[src/rtl/regfile_2r1w.sv]
// regfile_2r1w: NREGS x WIDTH register file, two combinational reads, one write.
// Optional macro REGFILE_2R1W_BYPASS_EN forwards the write data to matching reads.
module regfile_2r1w #(
   parameter int WIDTH = 8,
   parameter int NREGS = 8,
   localparam int AW = (NREGS > 1) ? $clog2(NREGS) : 1
) (
   input  logic             clk,
   input  logic             rst,
   input  logic             wen,
   input  logic [AW-1:0]    waddr,
   input  logic [WIDTH-1:0] wdata,
   input  logic [AW-1:0]    raddr0,
   output logic [WIDTH-1:0] rdata0,
   input  logic [AW-1:0]    raddr1,
   output logic [WIDTH-1:0] rdata1
);

   logic [WIDTH-1:0] mem_q [NREGS];
   logic [WIDTH-1:0] mem_d [NREGS];
   logic [NREGS-1:0] we;
   logic             wr_hit;

   // Per-entry enables; an out-of-range address matches no entry.
   always_comb begin
      we = '0;
      for (int i = 0; i < NREGS; i++) begin
         we[i] = wen && (waddr == AW'(i));
      end
      wr_hit = |we;
   end

   // Next-state: enabled entry takes wdata, the rest hold.
   always_comb begin
      for (int i = 0; i < NREGS; i++) begin
         mem_d[i] = we[i] ? wdata : mem_q[i];
      end
   end

   // Storage with asynchronous clear.
   always_ff @(posedge clk or negedge rst) begin
      if (!rst) begin
         mem_q <= '{default: '0};
      end else begin
         mem_q <= mem_d;
      end
   end

   // Read port 0: stored value, zero when out of range.
   always_comb begin
      rdata0 = '0;
      for (int i = 0; i < NREGS; i++) begin
         if (raddr0 == AW'(i)) rdata0 = mem_q[i];
      end
`ifdef REGFILE_2R1W_BYPASS_EN
      if (rst && wr_hit && (raddr0 == waddr)) rdata0 = wdata;
`endif
   end

   // Read port 1: same as port 0, independent address.
   always_comb begin
      rdata1 = '0;
      for (int i = 0; i < NREGS; i++) begin
         if (raddr1 == AW'(i)) rdata1 = mem_q[i];
      end
`ifdef REGFILE_2R1W_BYPASS_EN
      if (rst && wr_hit && (raddr1 == waddr)) rdata1 = wdata;
`endif
   end

endmodule

[config.mk]
export PLATFORM = sky130hd
export DESIGN_NAME = regfile_2r1w
export DESIGN_NICKNAME = d
export VERILOG_FILES = /design/src/rtl/regfile_2r1w.sv
export SDC_FILE = /design/constraint.sdc
export NUM_CORES = 1
export LEC_CHECK = 0
export BUFFER_PORTS_ARGS = -buffer_cell sky130_fd_sc_hd__buf_2
export CAP_MARGIN = 20
export CORE_ASPECT_RATIO = 0.5
export CORE_MARGIN = 2
export CORE_UTILIZATION = 51
export DETAILED_ROUTE_END_ITERATION = 10
export PLACE_DENSITY = 0.79
export SLEW_MARGIN = 20
export SYNTH_ARGS = -nofsm -noshare
export SYNTH_HDL_FRONTEND = slang
export SYNTH_SLANG_ARGS = --single-unit
[constraint.sdc]
create_clock -name clk -period 1.5 [get_ports clk]
set_input_delay 0.15 -clock clk [delete_from_list [all_inputs] [get_ports clk]]
set_output_delay 0.15 -clock clk [all_outputs]
set_load 0.01 [all_outputs]
Yosys cells after proc, flatten, opt, wreduce, memory -nomap -nowiden. Index checks and enable logic that the tools add are counted.

Flip-flop bits (word level): 64. Word-level logic and storage cells: 56.

Equal/unequal tests: 21. Multiplexer cells: 16. Reductions and logical operators: 11.

Operators by type and width (count): $mux W8 (16); $eq A3 B3 Y1 const B (12); $eq A3 B2 Y1 const B (6); $eq A3 B1 Y1 const B (3); $logic_not A3 Y1 (3); $logic_and A1 B1 Y1 (8).

Logic depth before layout (Yosys ltp).
Depth in word-level cells: 9. Depth in mapped cells: 5.

Least setup slack after synthesis. No wires, ideal clock.

Path kind: in2out. From: input raddr0[0]. To: output rdata0[0]. Data arrival time: 1213 ps. Data required time: 1350 ps. Slack: 137 ps. Stages on the path: 4. Path buffers: 2. Cell sequence: buf_6 -> buf_12 -> mux4_1 -> mux2_2.

Cells in the longest elaborated chain, start to end: 9. Elaborated cells on any way between the ends: 16. Classes of those cells: eq/ne (7); mux (8); reduce/logical (1).

Ends and longest elaborated chain: start: declaration (RTL line 13) `input logic [AW-1:0] raddr0,`; $logic_not A3 Y1 (RTL line 53) `if (raddr0 == AW'(i)) rdata0 = mem_q[i];`; $mux W8 (7 in series) (RTL line 53); $mux W8 * (RTL line 53); end: declaration (RTL line 14) `output logic [WIDTH-1:0] rdata0,`.

Mark *: on every way between the ends. The rest lies on a longest branch, timed or not.

Worst setup path in the final report.
From: register mem_q[3] in the netlist's numbering. To: output rdata0[3].

Cells in the longest elaborated chain, start to end: 1.

Ends and longest elaborated chain: start: declaration (RTL line 19) `logic [WIDTH-1:0] mem_q [NREGS];`; start signal: assignment (RTL line 45) `mem_q <= mem_d;`; $mux W8 (RTL line 53).

No other way between the ends.

==> metrics <==
status=complete, but fails checks; failing checks=negative setup slack; Post-synth EDFFs=0; Cell Chain, Critical Path=mux4_2 -> mux2_4 -> buf_6; Placed Instance Area=3970 µm²; Die X=122 µm; GRT Total Usage=0.261; die span in y=62.9 µm; Ports=36; Cell Rows=21; Multi-input gate area=1850 µm²; largest area contributor in the netlist=dfrtp_1; DRT iter0 DRCs=239; Psw=1700 µW; crit end category=output pin; Commonest cells post-synth=mux2_2 (80), dfrtp_1 (64), mux4_1 (15); most common cell in the netlist=mux2_2; minimum clock period=1.77 ns; CTS max path bufs=2; ranking of synthesized cells by area=dfrtp_1 (45%), mux2_2 (25%), mux4_1 (11%); share of the synthesized area in the top cell type=0.452; dominant synthesized flop cell=dfrtp_1; synth unique cells=29; Worst-path clk slew=0.05 ns; Final GP Congestion=0.903; ratio of cells with drive above 1 in the final layout=0.648; WS Path Type=reg -> out; Wirelength per Cell=21.9 µm; Reg with most FFs=mem_q; Area growth syn-to-layout=30.3%; Largest regs=mem_q (64); slew of the pin with the lowest slew margin=0.352 ns; Async S/R FF share, synth=1.00; global-route wire length before repair=14700 µm; CP max stage delay=0.48 ns; Antenna Nets Post-Route=0; post-layout util=0.688; Period Utilization, post-route=1.18; fillcell total=390; CTS Buf Count=9; Pint=4900 µW; Avg Inst Size Synth=14.9 µm²; Max Transition Viols Final=0; critical path's top delay family=multiplexers; clock root buffer=clkbuf_16; Yosys reg bits=64; Core Footprint=6700 µm²; DRT Pass-1 Iters=4; Power, Total=6600 µW; RSZ-0062 raised after global routing=true; post-synth net total=257; antenna cell count=0; GRT overflow=0; final non-filler cell area=4610 µm²; final setup fails=16; register area=1600 µm²; Die ar.=7660 µm²; vias in the first global route=2700; Worst slew margin=0.766; yosys warns=0; PD cells=1430 nW/µm²; DRT Wirelength=9110 µm; Netlist Area Pre-Place=3540 µm²; Achievable Freq=563 MHz; drt drc=0; CP Buf/Inv Count=1; sequential power share=0.363; clock share of power=0.355; vias per cell=6.08; Initial Util=0.528; # H-tree levels=3; HP Class=in -> reg; worst vdd ir=592 µV; Switching Share=0.258; Clock Latency Late Sink=0.33 ns; port buffer count=35; MaxCap Viol Count=0; clock sinks=64; max reg flops=64; sequential area share after synthesis=0.452; Final Hold Fails=0; Cells after Synth=237; Arr. time, crit path=1.62 ns; largest net degree at the start of global routing=65; Logic pwr share=0.281; Vias=2528; Setup crit start kind=flip-flop; Leakage Power=0.00205 µW; Critical Path RT=1.35 ns; CP max FO=3; slowest CP cell=mux4_2; antenna violations before repair=0; DP HPWL=5320 µm; CTS tree=yes; final clock skew=0 ns; fin worst setup slack=-0.275 ns; setup tns final=-3.38 ns; fin nets=339
path summary, 6_finish.rpt:
kind                           start        end  slack [ns]  depth (start not counted)
hold reg to reg            mem_q[30]  mem_q[30]        0.53                          1
setup reg to reg           mem_q[52]  mem_q[52]        0.47                          3
setup / recovery            mem_q[3]  rdata0[3]       -0.27                          3
max in group asynchronous        rst  mem_q[47]        0.86                          3
min in group asynchronous        rst   mem_q[8]        0.36                          3
hold / removal              wdata[0]   mem_q[0]        0.15                          2
final cells by class:
cell class | instances | area share
multi-input combinational | 157 | 0.401
tap | 92 | 0.0250
inverter | 1 | 0.000814
clock buffer | 12 | 0.0578
sequential | 64 | 0.347
clock inverter | 4 | 0.0163
timing repair buffer | 86 | 0.152
layer usage:
layer	GRT usage	wire, µm	vias up
li1	-	-	1088
met1	0.336	3760	1290
met2	0.412	4380	121
met3	0.0730	688	29
met4	0.121	291	0
met5	0	0	-
cells by family after synthesis:
family,synth area share
compound gates,0.0559
flops,0.452
mux,0.420
buf+inv,0.0265
simple gates,0.0449
cell usage in the layout, fill, tap and decap left out, types with 4 or more instances in the layout:
master	count
buf_4	42
dfrtp_1	64
o22ai_1	5
mux2_4	12
buf_2	24
mux2_2	68
clkbuf_16	9
buf_12	5
buf_6	13
a21boi_0	5
a22o_1	5
mux2i_1	8
o21ai_1	4
nand2_1	7
mux4_2	20
o22a_1	5
through the flow:
step | worst slack [ns] | hold slack [ns] | cells
6_report | -0.275 | 0.148 | 416
2_1_floorplan | 0.137 | -0.146 | 237
3_3_place_gp | -0.0441 | 0.180 | 371
4_1_cts | -0.267 | 0.147 | 412
3_5_place_dp | -0.0578 | 0.187 | 371
5_1_grt | -0.320 | 0.157 | 416
power by group through the flow:
stage	clock [µW]	combinational, µW	sequential (µW)
6_report	2340	1850	2400
3_5_place_dp	0	1320	2420
3_3_place_gp	0	1270	2380
4_1_cts	2340	1790	2370
2_1_floorplan	0	964	2310
5_1_grt	2470	1970	2440
worst reg2reg max path, delay by kind of cell, from the launching register on:
family	cells	cell delay, ns
multiplexers	1	0.26
flip-flops	1	0.39
buffers and inverters	2	0.26
repair_timing:
| action | CTS | global route |
|---|---|---|
| hold buffers | 1 | 0 |
| gates resized for setup | 46 | 5 |
| endpoints found under the hold margin | 64 | 0 |
| buffers inserted | 24 | 4 |
| cloned | 0 | 0 |
| pin swaps | 2 | 2 |
| setup endpoints to repair | 16 | 16 |
No activity file was read; power rests on OpenSTA's default activity.
